==> config.mk <==
export PLATFORM = sky130hd
export DESIGN_NAME = axi_rd_data_rx
export DESIGN_NICKNAME = d
export VERILOG_FILES = /design/src/rtl/axi_rd_data_rx.sv
export SDC_FILE = /design/constraint.sdc
export NUM_CORES = 1
export LEC_CHECK = 0
export BUFFER_PORTS_ARGS = -buffer_cell sky130_fd_sc_hd__buf_4
export CAP_MARGIN = 20
export CORE_MARGIN = 2
export CORE_UTILIZATION = 36
export DETAILED_ROUTE_END_ITERATION = 12
export PLACE_DENSITY = 0.68
export SLEW_MARGIN = 20
export SYNTH_ARGS = -nofsm -noshare
export SYNTH_HDL_FRONTEND = slang
export SYNTH_SLANG_ARGS = --single-unit
==> constraint.sdc <==
create_clock -name M_AXI_ACLK -period 2.4 [get_ports M_AXI_ACLK]
set_input_delay 0.36 -clock M_AXI_ACLK [delete_from_list [all_inputs] [get_ports M_AXI_ACLK]]
set_output_delay 0.36 -clock M_AXI_ACLK [all_outputs]
set_load 0.05 [all_outputs]
==> src/rtl/axi_rd_data_rx.sv <==
// rtl/axi_rd_data_rx.sv - AXI4 R-channel receiver with beat buffer, burst framing and sticky error flags
// Optional statistics counters are enabled with `define AXI_RD_STATS_EN.
module axi_rd_data_rx #(
    parameter int DATA_WIDTH = 64,
    parameter int DEPTH      = 4,
    parameter int BURST_LEN  = 16,
    parameter int LVL_W      = $clog2(DEPTH + 1)
) (
    input  logic                  M_AXI_ACLK,
    input  logic                  M_AXI_ARESETN,
    input  logic [DATA_WIDTH-1:0] M_AXI_RDATA,
    input  logic [1:0]            M_AXI_RRESP,
    input  logic                  M_AXI_RVALID,
    input  logic                  M_AXI_RLAST,
    output logic                  M_AXI_RREADY,
    output logic [DATA_WIDTH-1:0] out_data,
    output logic                  out_last,
    output logic                  out_valid,
    input  logic                  out_ready,
    output logic                  burst_done,
    input  logic                  err_clear,
    output logic                  err_early_last,
    output logic                  err_missing_last,
    output logic                  err_resp,
    output logic [LVL_W-1:0]      fifo_level
`ifdef AXI_RD_STATS_EN
    ,
    output logic [31:0]           stat_beats,
    output logic [31:0]           stat_stall
`endif
);

    localparam int PTR_W = $clog2(DEPTH);

    typedef enum logic {IDLE, BURST} state_t;

    state_t                state, state_nxt;
    logic [7:0]            beat_cnt, beat_cnt_nxt;
    logic [DATA_WIDTH-1:0] mem_data [DEPTH];
    logic                  mem_last [DEPTH];
    logic [PTR_W-1:0]      wr_ptr, rd_ptr;
    logic [LVL_W-1:0]      count;
    logic                  push, pop, final_beat, close_burst;

    // Ready depends only on the occupancy register, never on RVALID.
    assign M_AXI_RREADY = (count != LVL_W'(DEPTH));
    assign out_valid    = (count != '0);
    assign push         = M_AXI_RVALID && M_AXI_RREADY;
    assign pop          = out_valid && out_ready;
    assign out_data     = mem_data[rd_ptr];
    assign out_last     = mem_last[rd_ptr];
    assign fifo_level   = count;

    // Counter is 0 in IDLE, so BURST_LEN==1 makes the first beat final.
    assign final_beat   = (beat_cnt == 8'(BURST_LEN - 1));
    assign close_burst  = final_beat || M_AXI_RLAST;

    always_comb begin
        state_nxt    = state;
        beat_cnt_nxt = beat_cnt;
        if (push) begin
            if (close_burst) begin
                state_nxt    = IDLE;
                beat_cnt_nxt = '0;
            end else begin
                state_nxt    = BURST;
                beat_cnt_nxt = beat_cnt + 8'd1;
            end
        end
    end

    always_ff @(posedge M_AXI_ACLK or negedge M_AXI_ARESETN) begin
        if (!M_AXI_ARESETN) begin
            state    <= IDLE;
            beat_cnt <= '0;
        end else begin
            state    <= state_nxt;
            beat_cnt <= beat_cnt_nxt;
        end
    end

    always_ff @(posedge M_AXI_ACLK) begin
        if (push) begin
            mem_data[wr_ptr] <= M_AXI_RDATA;
            mem_last[wr_ptr] <= close_burst;
        end
    end

    always_ff @(posedge M_AXI_ACLK or negedge M_AXI_ARESETN) begin
        if (!M_AXI_ARESETN) begin
            wr_ptr <= '0;
            rd_ptr <= '0;
            count  <= '0;
        end else begin
            if (push) wr_ptr <= wr_ptr + PTR_W'(1);
            if (pop)  rd_ptr <= rd_ptr + PTR_W'(1);
            case ({push, pop})
                2'b10:   count <= count + LVL_W'(1);
                2'b01:   count <= count - LVL_W'(1);
                default: count <= count;
            endcase
        end
    end

    // Sticky flags: a set event in the same cycle as err_clear wins.
    always_ff @(posedge M_AXI_ACLK or negedge M_AXI_ARESETN) begin
        if (!M_AXI_ARESETN) begin
            burst_done       <= 1'b0;
            err_early_last   <= 1'b0;
            err_missing_last <= 1'b0;
            err_resp         <= 1'b0;
        end else begin
            burst_done <= push && close_burst;
            if (push && M_AXI_RLAST && !final_beat) err_early_last <= 1'b1;
            else if (err_clear)                     err_early_last <= 1'b0;
            if (push && final_beat && !M_AXI_RLAST) err_missing_last <= 1'b1;
            else if (err_clear)                     err_missing_last <= 1'b0;
            if (push && (M_AXI_RRESP != 2'b00))     err_resp <= 1'b1;
            else if (err_clear)                     err_resp <= 1'b0;
        end
    end

`ifdef AXI_RD_STATS_EN
    always_ff @(posedge M_AXI_ACLK or negedge M_AXI_ARESETN) begin
        if (!M_AXI_ARESETN) begin
            stat_beats <= '0;
            stat_stall <= '0;
        end else if (err_clear) begin
            stat_beats <= '0;
            stat_stall <= '0;
        end else begin
            if (push && (stat_beats != 32'hFFFF_FFFF))
                stat_beats <= stat_beats + 32'd1;
            if (M_AXI_RVALID && !M_AXI_RREADY && (stat_stall != 32'hFFFF_FFFF))
                stat_stall <= stat_stall + 32'd1;
        end
    end
`endif

endmodule

== Word-level counts from Yosys, hierarchy flattened ==
Memories as Yosys holds them, arrays and structs flattened.
Index checks and enable logic that the tools add are counted.
Operators by class
  add/subtract/negate cells: 5
  $mul: 0
  div/mod/pow operators: 0
  order comparisons: 0
  equal/unequal tests: 4
  shifts and indexed selects: 0
  muxes and demuxes: 8
  bitwise gates (word level): 0
  reductions and logical operators: 17
Operators by type and width (count)
  nonzero test 2 bit: 5
  adder 8 x 1 -> 8 bit, second input constant: 1
  equality test 8 x 4 -> 1 bit, second input constant: 1
  logical AND 1 bit: 8
  two-way mux 8 bit: 1
  two-way mux 1 bit: 6
  one-hot mux 3 bit (2 select lines): 1
  adder 2 x 1 -> 2 bit, second input constant: 2
  adder 3 x 1 -> 3 bit, second input constant: 1
  != test 3 bit, second input constant: 1
  nonzero test 3 bit: 1
  subtractor 3 x 1 -> 3 bit, second input constant: 1
  equality test 2 x 1 -> 1 bit, second input constant: 1
  equality test 2 bit, second input constant: 1
  logical NOT 1 bit: 2
  logical OR 1 bit: 1
Storage, ports and cells
  register bits after elaboration: 19
  bits in latches: 0
  RAM bits: 260
  bits in read-only memories: 0
  input bits: 72
  output and inout bits: 74
  logic and storage cells: 44
  memories: 2
Memory list
  mem_data: depth 4, bits a word 64, rd ports 1, clocked after Yosys merged registers in 0, write ports 1, line 39  | logic [DATA_WIDTH-1:0] mem_data [DEPTH];
  mem_last: depth 4, bits a word 1, rd ports 1, clocked after Yosys merged registers in 0, write ports 1, line 40  | logic mem_last [DEPTH];

== Logic depth before layout (Yosys ltp) ==
Gate-level depths: netlist of run 1.
  depth in word-level cells: 5
  depth in mapped cells: 10
  gate-level depth less buffers: 9

== Worst setup path before layout of run 1 ==
No wires, ideal clock.
  path kind: register to register
  start point: reg count[0] (netlist: fifo_level[0])
  end point: mem mem_data[0][0], enable pin
  library setup time: 430 ps
  arrival: 2644 ps
  required time: 1970 ps
  slack: -675 ps
  cell stages (with the launch flop): 3
  path buffers: 0
  clock period less this slack: 3075 ps
  path through: dfrtp_1 -> or3b_4 -> and3_1
On the way
  word-level cells in the longest chain between the ends: 4
RTL lines
  start, declared: line 42  | logic [LVL_W-1:0] count;
  start signal, assigned: line 98  | 2'b10: count <= count + LVL_W'(1);
  start signal, assigned: line 99  | 2'b01: count <= count - LVL_W'(1);
  start signal, assigned: line 100  | default: count <= count;
  != test 3 bit: line 46  | assign M_AXI_RREADY = (count != LVL_W'(DEPTH));
  via M_AXI_RREADY: line 15  | output logic M_AXI_RREADY,
  logical AND 1 bit: line 48  | assign push = M_AXI_RVALID && M_AXI_RREADY;
  two-way mux 1 bit: line 83  | if (push) begin
  two-way mux 1 bit (implied by the code): line 84  | mem_data[wr_ptr] <= M_AXI_RDATA;
  end, declared: line 39
The timed path passes the listed nets, and every way through them passes these cells.

== Worst setup path in the final report of run 1 ==
  start point: reg rd_ptr[0]
  end point: out out_data[0]
On the way
  word-level cells in the longest chain between the ends: 1
RTL lines
  start, declared: line 41  | logic [PTR_W-1:0] wr_ptr, rd_ptr;
  start signal, assigned: line 96  | if (pop) rd_ptr <= rd_ptr + PTR_W'(1);
  memory (4 x 64 bit)
  end, declared: line 16  | output logic [DATA_WIDTH-1:0] out_data,
No other way between the ends.

==> run metrics, run 1 <==
worst hold slack=0.0255 ns; CP arrival=2.02 ns; die height=between 150 and 200 um; CP Cell Sequence=buf_6 > buf_16 > mux4_2 > buf_6; CTS Buffer Depth=3; ANT cells=0; Via density=~4.8; combinational power share=0.434; chip width=roughly 170 um; Area growth, synth to finish=29.4%; Placeable Area=28500 um^2; # DRC=0; Yosys top cell area share=0.754; worst skew pair latency=0.54 ns; clock buffer count from CTS=28; # setup viols final=0; highest-count cells in the layout ignoring fill and taps=260 x edfxtp_1, 99 x buf_4, 65 x mux4_2; fin. max-slew vios=0; CP max-delay cell=mux4_2; worst setup margin=0.0194 ns; part of the Yosys area used for sequential elements=0.800; DRT Pass-1 Iters=4; final wirelength=20500 um; CTS root buf=clkbuf_16; Final #Nets=704; Placer Congestion=approximately 0.8; leak pwr=4.68 nW; Yosys cell types=31; Seq cells post-synth=between 200 and 300; num ports=roughly 150; initial core utilization=0.363; VDD IR max=1.14 mV; Worst-Margin Slew=0.471 ns; Worst slew margin=0.686; Clock Sink Count=279; worst reg2reg endpoint=fifo_level[2]; worst hold start=M_AXI_RDATA[57]; Ys Warns=0; Net Sw Power=7.03 mW; CTS H-tree depth=1; Fin Setup TNS=0 ns; synth top area cells=edfxtp_1 75%, mux4_2 14%, dfrtp_1 4.6%; Tot Pwr=around 19 mW; crit start category=flop; Syn Inst Count=437; Int Power=between 10 and 15 mW; CP most frequent cell=buf_6; Avg WL per Cell=19.9 um; Worst Hold Class=in -> reg; Layout Skew=0.0139 ns; initial antenna violation count=0; worst hold endpoint=mem_data[1][57]; DP Area=about 12000 um^2; initial drt markers=around 340; layout cells sized above 1=0.444; critical path capture point type=output pin; cell family with the largest share of critical-path delay=multiplexers; IO buf count=145; pre-CTS setup slack=0.210 ns; largest area contributor in the netlist=edfxtp_1; floorplan row count=62; crit-path max cell delay=0.54 ns; endpoints failing hold=0; Detail Placement HPWL=12000 um; Die ar.=30100 um^2; Final Instance Area=13400 um^2; total number of vias=4981; post-synthesis net count=516; GR Util All Layers=0.133; largest net degree at the start of global routing=66; grt ovf=0; Sw Share=0.367; reg2reg path depth=9; worst reg2reg startpoint=fifo_level[1]; fin crit share=0.992; share of total power in the clock network=0.216; Syn Area/Cell=23.7 um^2; fmax=420 MHz; Req. time, crit path=just over 2 ns; status=finished clean; min Tclk post-route=2.38 ns; WP buf/inv=3; CTS tree=built; cell count of the worst hold path=1; CP Max Fanout=8; power per cell area=1430 nW/um^2; Post-DRT Antenna Nets=0; RSZ-0062 raised after global routing=yes; clock-pin slew on the worst setup and hold paths=approximately 0.06 ns; leading cell type in the layout, fill and taps excluded=edfxtp_1; wire length of the first global-routing pass=~31000 um; CP Class=reg -> out; vias in the first global route=5538; Flop pwr share=0.350; Max Cap Viol=0; cell area after synthesis=10400 um^2; R2R setup slack=0.20 ns
[layer usage]
| layer | GRT usage | routed length, um | up-vias |
|---|---|---|---|
| met4 | 0.0364 | 369 | 0 |
| met2 | 0.235 | 10600 | 147 |
| met5 | 0 | 0 | - |
| li1 | - | - | 2207 |
| met1 | 0.162 | 8230 | 2590 |
| met3 | 0.0340 | 1310 | 37 |
[flip-flops by register name, indices dropped and copies added (netlist names)]
name and cells:
beat_cnt 8, burst_done 1, err_early_last 1, err_missing_last 1, err_resp 1, fifo_level 3, mem_data 256, mem_last 4
rd_ptr 2, wr_ptr 2
[kinds of logic (layout without fill, tap and decap cells)]
family | after synthesis | count (layout) | share of synthesized area
buffers and inverters | 24 | 234 | 0.0123
AOI/OAI and AO/OA | 21 | 21 | 0.0133
xor gates and xnor gates | 6 | 6 | 0.00508
and+or+nand+nor | 35 | 35 | 0.0186
muxes | 65 | 65 | 0.141
adders and majority gates | 7 | 7 | 0.00919
DFF | 279 | 279 | 0.800
[power groups by stage]
stage	registers [mW]	logic (mW)	clock network, mW
2_1_floorplan	6.78	5.21	0
3_5_place_dp	6.85	7.47	0
3_3_place_gp	6.76	7.40	0
4_1_cts	6.72	7.83	4.24
5_1_grt	6.79	8.73	4.43
6_report	6.70	8.31	4.13
[repair_timing]
item                       4_1_cts  5_1_grt
setup endpoints to repair       64       64
hold buffers                     6        0
pin swaps                        0        0
gates resized for setup         32       28
hold endpoints to repair        30        0
gates cloned                     0        6
setup buffers                    1        5
[metrics by stage]
step,util,cells
after floorplan,-,437
after global placement,0.422,961
after global routing,0.469,1031
after CTS,0.460,1020
final,0.469,1031
after detailed placement,0.422,961
[layout make-up]
cell class                 count  area [um^2]
fill                        2385        15100
clock buffer                  46          830
clock inverter                 6         53.8
multi-input combinational    134         1980
inverter                       8         42.5
tap                          384          480
sequential                   279         8290
timing repair buffer         174         1720
[worst max-delay path by stage]
stage | cells past startpoint | start | endpoint
floorplan | 10 | fifo_level[1] | fifo_level[2]
global placement | 9 | fifo_level[1] | fifo_level[2]
detailed placement | 9 | fifo_level[1] | fifo_level[2]
CTS | 3 | rd_ptr[0] | out_data[3]
global route | 4 | rd_ptr[0] | out_data[29]
finish | 4 | rd_ptr[0] | out_data[0]
[worst reg2reg max path, stage by stage (launching register included)]
cell	delay, ns
dfrtp_2	0.44
or3b_4	0.45
and2_4	0.21
clkinv_8	0.09
ha_4	0.13
inv_1	0.05
fa_2	0.34
xor2_1	0.14
nor2_1	0.12
xor2_1	0.15
[cells in the mapped netlist]
cell	count
a21oi_2	1
a31oi_1	2
a32o_1	2
and2_1	1
and2_4	1
and3_1	8
and4b_1	1
buf_2	5
buf_4	3
buf_6	1
clkbuf_1	7
clkinv_8	1
dfrtp_1	19
edfxtp_1	260
fa_1	1
ha_1	6
inv_1	7
mux4_2	65
nand2_1	8
nand2b_1	4
nand3_1	3
nor2_1	5
nor2_2	1
nor3_1	1
o21ai_0	11
o2bb2ai_1	3
o31ai_1	2
or3_1	1
or3b_4	1
xnor2_1	3
xor2_1	3
Power figures use the tool's default switching activity.
==> run 2: changes to the inputs <==
--- a/config.mk
+++ b/config.mk
@@ -7,6 +7,7 @@
 export LEC_CHECK = 0
 export BUFFER_PORTS_ARGS = -buffer_cell sky130_fd_sc_hd__buf_4
 export CAP_MARGIN = 20
+export CORE_ASPECT_RATIO = 0.8
 export CORE_MARGIN = 2
 export CORE_UTILIZATION = 36
 export DETAILED_ROUTE_END_ITERATION = 12
==> run 2 against run 1 <==
Effect of this change: the flow now finishes with violations (negative setup slack); power grew 2.7%; core utilization is 0.84 points higher; clock power about the same; non-clock buffer count is 1 lower; worst hold slack improved by 0.0097 ns; global-route usage rose by 1.3 points; critical path type unchanged; largest cell class unchanged.
==> run metrics, run 2 (same netlist as run 1, synthesis figures left out) <==
Clock Sink Count=279 (unchanged); pre-CTS setup slack=0.122 ns (was 0.210 ns); final non-filler cell total=1013 (was 1031); Avg WL per Cell=22.2 um (was 19.9 um); Max Cap Viol=0 (unchanged); Die ar.=30100 um^2 (about the same); min Tclk post-route=2.43 ns (was 2.38 ns); crit start category=flop (unchanged); Final #Nets=702 (was 704); largest net degree at the start of global routing=28 (was 66); clock-pin slew on the worst setup and hold paths=0.06 ns (about the same); initial drt markers=304 (was 343); fin. max-slew vios=0 (unchanged); Req. time, crit path=2.04 ns (about the same); Placed Cells incl. Taps=949 (was 961); num ports=146 (unchanged); CP Class=reg -> out (unchanged); leading cell type in the layout, fill and taps excluded=edfxtp_1 (unchanged); critical path capture point type=output pin (unchanged); fill cell count=2313 (was 2385); Placeable Area=28300 um^2 (was 28500 um^2); worst setup margin=-0.0309 ns (was 0.0194 ns); endpoints failing hold=0 (unchanged); post-route core utilization=0.478 (was 0.469); total number of vias=5027 (was 4981); RSZ-0062 raised after global routing=yes (unchanged); vias in the first global route=5446 (was 5538); Via density=4.96 (was 4.83); Detail Placement HPWL=13000 um (was 12000 um); failing checks=negative setup slack; DRT Pass-1 Iters=4 (unchanged); worst skew pair latency=0.52 ns (was 0.54 ns); Layout Skew=0.00970 ns (was 0.0139 ns); CTS tree=built (unchanged); floorplan row count=55 (was 62); Worst Hold Class=in -> reg (unchanged); CTS H-tree depth=1 (unchanged); fmax=411 MHz (was 420 MHz); Reg with most FFs=mem_data (unchanged); chip width=194 um (was 174 um); clock buffer count from CTS=27 (was 28); status=complete, but fails checks (was finished clean); wire length of the first global-routing pass=33100 um (was 31000 um); CP Max Fanout=6 (was 8); max reg flops=256 (unchanged); Worst slew margin=0.703 (was 0.686); # setup viols final=44 (was 0); Top Registers=mem_data x256, beat_cnt x8, mem_last x4 (unchanged); die height=156 um (was 174 um); highest-count cells in the layout ignoring fill and taps=260 x edfxtp_1, 94 x buf_4, 65 x mux4_2 (was 260 x edfxtp_1, 99 x buf_4, 65 x mux4_2); Worst-Margin Slew=0.446 ns (was 0.471 ns); IO buf count=145 (unchanged); GR Util All Layers=0.146 (was 0.133); # DRC=0 (unchanged); power per cell area=1450 nW/um^2 (was 1430 nW/um^2); grt ovf=0 (unchanged); Post-DRT Antenna Nets=0 (unchanged); initial core utilization=0.366 (was 0.363); leak pwr=4.73 nW (was 4.68 nW); CTS Buffer Depth=3 (unchanged); CP arrival=2.07 ns (was 2.02 ns); Area growth, synth to finish=30.5% (was 29.4%); fin crit share=1.01 (was 0.992); Placer Congestion=0.790 (was 0.782); final wirelength=22500 um (was 20500 um); CTS root buf=clkbuf_16 (unchanged); layout cells sized above 1=0.452 (was 0.444); VDD IR max=0.906 mV (was 1.14 mV); initial antenna violation count=0 (unchanged)
run 2: cell count changes in the layout (fill, tap and decap cells not counted), moves of 3 or more:
cell | before | now
clkbuf_1 | 13 | 2
clkinv_1 | 1 | 9
buf_4 | 99 | 94
dlygate4sd3_1 | 6 | 1
buf_12 | 6 | 10
buf_16 | 2 | 6
clkbuf_8 | 4 | 0
bufinv_16 | 1 | 4
run 2: metrics by stage:
step                      hold WS (ns)  power [mW]  cell area, um^2  setup TNS, ns
after global placement           0.239        14.3            12100              0
after detailed placement         0.248        14.5            12100              0
after floorplan                 0.0644        12.0            10400              0
after CTS                      0.00679        19.7            13400          -2.45
after global routing            0.0163        20.4            13500          -4.06
final                           0.0352        19.6            13500         -0.594
run 2: power by group:
| group | internal (mW) | leakage, nW | total (mW) | switching, mW |
|---|---|---|---|---|
| clock | 2.47 | 0.429 | 4.14 | 1.67 |
| sequential | 6.39 | 2.62 | 6.73 | 0.341 |
| combinational | 3.55 | 1.68 | 8.78 | 5.23 |
run 2: path summary, 6_finish.rpt:
| path | cells after the start | end | start | slack, ns |
|---|---|---|---|---|
| worst max-delay path | 4 | out_data[24] | rd_ptr[0] | -0.03 |
| worst min-delay path | 1 | mem_data[0][54] | M_AXI_RDATA[54] | 0.04 |
| worst max register to register | 9 | fifo_level[2] | fifo_level[1] | 0.12 |
| worst min register to register | 1 | err_resp | err_resp | 0.50 |
| max in group asynchronous | 2 | rd_ptr[0] | M_AXI_ARESETN | 1.92 |
| min in group asynchronous | 2 | burst_done | M_AXI_ARESETN | 0.25 |
run 2: worst max-delay path, stage by stage, from the launching register on:
cell and delay [ns]:
dfrtp_4 0.48, buf_12 0.18, buf_16 0.15, mux4_2 0.54
buf_6 0.18
run 2: final cells by class:
type | instances | area (um^2) | share of cell area
Sequential cell | 279 | 8290 | 0.614
Antenna cell | 1 | 2.50 | 0.000185
Tap cell | 370 | 463 | 0.0343
Multi-Input combinational cell | 134 | 1980 | 0.146
Clock buffer | 29 | 683 | 0.0506
Inverter | 8 | 42.5 | 0.00315
Timing Repair Buffer | 173 | 1860 | 0.138
Clock inverter | 19 | 188 | 0.0139
run 2: repair_timing:
action / CTS / global route
setup endpoints to repair: 64 / 65
gates cloned: 5 / 4
hold buffers: 1 / 0
pin swaps: 0 / 0
gates resized for setup: 63 / 0
setup buffers: 4 / 1
endpoints found under the hold margin: 19 / 0
run 2: metal layers:
layer / global-route usage / share of wire / vias up / wire length, um
li1: - / - / 2205 / -
met1: 0.197 / 0.43 / 2627 / 9610
met2: 0.247 / 0.50 / 160 / 11300
met3: 0.0296 / 0.054 / 35 / 1210
met4: 0.0320 / 0.020 / 0 / 441
met5: 0 / 0 / - / 0
==> run 3: changes to the inputs <==
--- a/config.mk
+++ b/config.mk
@@ -12,6 +12,7 @@
 export CORE_UTILIZATION = 36
 export DETAILED_ROUTE_END_ITERATION = 12
 export PLACE_DENSITY = 0.68
+export SETUP_SLACK_MARGIN = 0.4
 export SLEW_MARGIN = 20
 export SYNTH_ARGS = -nofsm -noshare
 export SYNTH_HDL_FRONTEND = slang
==> run 3 against run 2 <==
Effect of this change: critical path type unchanged; highest routed layer unchanged; clock skew up 0.0049 ns; setup slack got worse by 0.018 ns; critical path depth did not move; largest power group unchanged; design area rose by 2.3%; the flow still finishes with violations (negative setup slack); via count increased by 1.2%; power is 3.5% higher; non-clock buffer count rose by 20; cell count grew 2.1%.
==> run metrics, run 3 (same netlist as run 1, synthesis figures left out) <==
status=complete, but fails checks (unchanged); failing checks=negative setup slack (unchanged); Worst Hold Class=in -> reg (unchanged); Area growth, synth to finish=33.5% (was 30.5%); critical path capture point type=output pin (unchanged); initial drt markers=344 (was 304); largest net degree at the start of global routing=38 (was 28); Die ar.=30100 um^2 (unchanged); met2 routed WL=11200 um (was 11300 um); Avg WL per Cell=21.7 um (was 22.2 um); clock-pin slew on the worst setup and hold paths=0.06 ns (about the same); total number of vias=5085 (was 5027); post-route core utilization=0.489 (was 0.478); layout cells sized above 1=0.462 (was 0.452); fill cell count=2261 (was 2313); Tot Pwr=20.3 mW (was 19.6 mW); Placeable Area=28300 um^2 (unchanged); GR Util All Layers=0.148 (was 0.146); max reg flops=256 (unchanged); Post-DRT Antenna Nets=0 (unchanged); Req. time, crit path=2.04 ns (about the same); floorplan row count=55 (unchanged); Placer Congestion=0.822 (was 0.790); initial core utilization=0.366 (unchanged); clock buffer count from CTS=28 (was 27); Reg with most FFs=mem_data (unchanged); # setup viols final=46 (was 44); CP Class=reg -> out (unchanged); Worst slew margin=0.676 (was 0.703); VDD IR max=1.09 mV (was 0.906 mV); Final #Nets=723 (was 702); final non-filler cell total=1034 (was 1013); Reg area=8290 um^2 (unchanged); Multi-input gate area=1990 um^2 (was 1980 um^2); Layout Skew=0.0146 ns (was 0.00970 ns); worst reg2reg endpoint=fifo_level[2] (unchanged); Placed Cells incl. Taps=948 (was 949); fin. max-slew vios=0 (unchanged); CTS tree=built (unchanged); crit start category=flop (unchanged); vias in the first global route=5744 (was 5446); worst skew pair latency=0.53 ns (was 0.52 ns); M1 wire length=9430 um (was 9610 um); fin crit share=1.02 (was 1.01); IO buf count=145 (unchanged); Worst-Margin Slew=0.486 ns (was 0.446 ns); highest-count cells in the layout ignoring fill and taps=260 x edfxtp_1, 96 x buf_4, 65 x mux4_2 (was 260 x edfxtp_1, 94 x buf_4, 65 x mux4_2); chip width=194 um (unchanged); Detail Placement HPWL=12700 um (was 13000 um); RSZ-0062 raised after global routing=yes (unchanged); worst reg2reg startpoint=fifo_level[0] (was fifo_level[1]); worst setup margin=-0.0488 ns (was -0.0309 ns); CTS Buffer Depth=3 (unchanged); DRT Pass-1 Iters=6 (was 4); fmax=408 MHz (was 411 MHz); Max Cap Viol=0 (unchanged); Clock Sink Count=279 (unchanged); grt ovf=0 (unchanged); CTS H-tree depth=1 (unchanged); initial antenna violation count=0 (unchanged); CP arrival=2.09 ns (was 2.07 ns); worst hold endpoint=mem_data[1][13] (was mem_data[0][54]); Via density=4.92 (was 4.96); Top Registers=mem_data x256, beat_cnt x8, mem_last x4 (unchanged); worst hold start=M_AXI_RDATA[13] (was M_AXI_RDATA[54]); num ports=146 (unchanged); DR top layer=met4 (unchanged); CTS root buf=clkbuf_16 (unchanged); CP Max Fanout=8 (was 6); metal3 WL=1460 um (was 1210 um); wire length of the first global-routing pass=33800 um (was 33100 um); reg2reg path depth=9 (unchanged); leak pwr=4.88 nW (was 4.73 nW); R2R setup slack=0.31 ns (was 0.12 ns); ANT cells=0 (was 1); power per cell area=1470 nW/um^2 (was 1450 nW/um^2); # DRC=0 (unchanged); leading cell type in the layout, fill and taps excluded=edfxtp_1 (unchanged); endpoints failing hold=0 (unchanged); die height=156 um (unchanged); min Tclk post-route=2.45 ns (was 2.43 ns); cell count of the worst hold path=1 (unchanged); final wirelength=22400 um (was 22500 um)
-- run 3: changes by cell type in the layout (fill, tap and decap cells not counted), sizes merged --
| cell | before | now |
|---|---|---|
| dlygate4sd3 | 1 | 8 |
| bufinv | 4 | 5 |
| buf | 167 | 183 |
| bufbuf | 1 | 0 |
| clkbuf | 33 | 40 |
| diode | 1 | 0 |
| clkinv | 16 | 8 |
-- run 3: layout make-up --
type                    count  area share
flip-flops and latches    279       0.600
repair buffers            193       0.151
inverters                   8     0.00308
well taps                 370      0.0335
clock inverters            12      0.0130
multi-input cells         134       0.144
clock buffers              38      0.0550
-- run 3: worst max path at each step --
stage	end	cells after the start	from	slack, ns
after floorplan	fifo_level[2]	10	fifo_level[1]	0.03
after global routing	out_data[20]	4	rd_ptr[0]	-0.11
after CTS	out_data[36]	5	rd_ptr[0]	-0.09
final	out_data[51]	4	rd_ptr[0]	-0.05
after detailed placement	fifo_level[2]	9	fifo_level[1]	0.22
after global placement	fifo_level[2]	9	fifo_level[1]	0.26
-- run 3: what timing repair did --
| item | CTS | global route |
|---|---|---|
| hold buffers | 8 | 0 |
| resized for setup | 89 | 6 |
| hold endpoints to repair | 32 | 0 |
| setup endpoints to repair | 68 | 68 |
| pin swaps | 4 | 4 |
| buffers inserted | 20 | 0 |
| cloned | 6 | 2 |
-- run 3: metrics by stage --
stage / setup WS [ns] / area (um^2) / setup TNS, ns / hold WS [ns]
after floorplan: 0.0273 / 10400 / 0 / 0.0644
after global placement: 0.259 / 12000 / 0 / 0.240
after detailed placement: 0.219 / 12000 / 0 / 0.247
after CTS: -0.0925 / 13700 / -2.86 / 0.000292
after global routing: -0.106 / 13800 / -4.67 / 0.00410
final: -0.0488 / 13800 / -1.25 / 0.0334
-- run 3: layer usage --
metal | vias up | global-route usage
met5 | - | 0
met4 | 0 | 0.0302
met3 | 27 | 0.0355
met2 | 165 | 0.248
met1 | 2642 | 0.198
li1 | 2251 | -
-- run 3: report_power, final --
| part | total, mW | switching [mW] | internal [mW] |
|---|---|---|---|
| sequential | 6.67 | 0.278 | 6.39 |
| clock | 4.43 | 1.70 | 2.74 |
| combinational | 9.24 | 5.37 | 3.86 |
| total | 20.3 | 7.35 | 13.0 |
-- run 3: worst max-delay path, stage by stage, from the launching register on --
cell and delay, ns:
dfrtp_4 0.46, buf_4 0.18, buf_16 0.15, mux4_2 0.57, buf_6 0.19
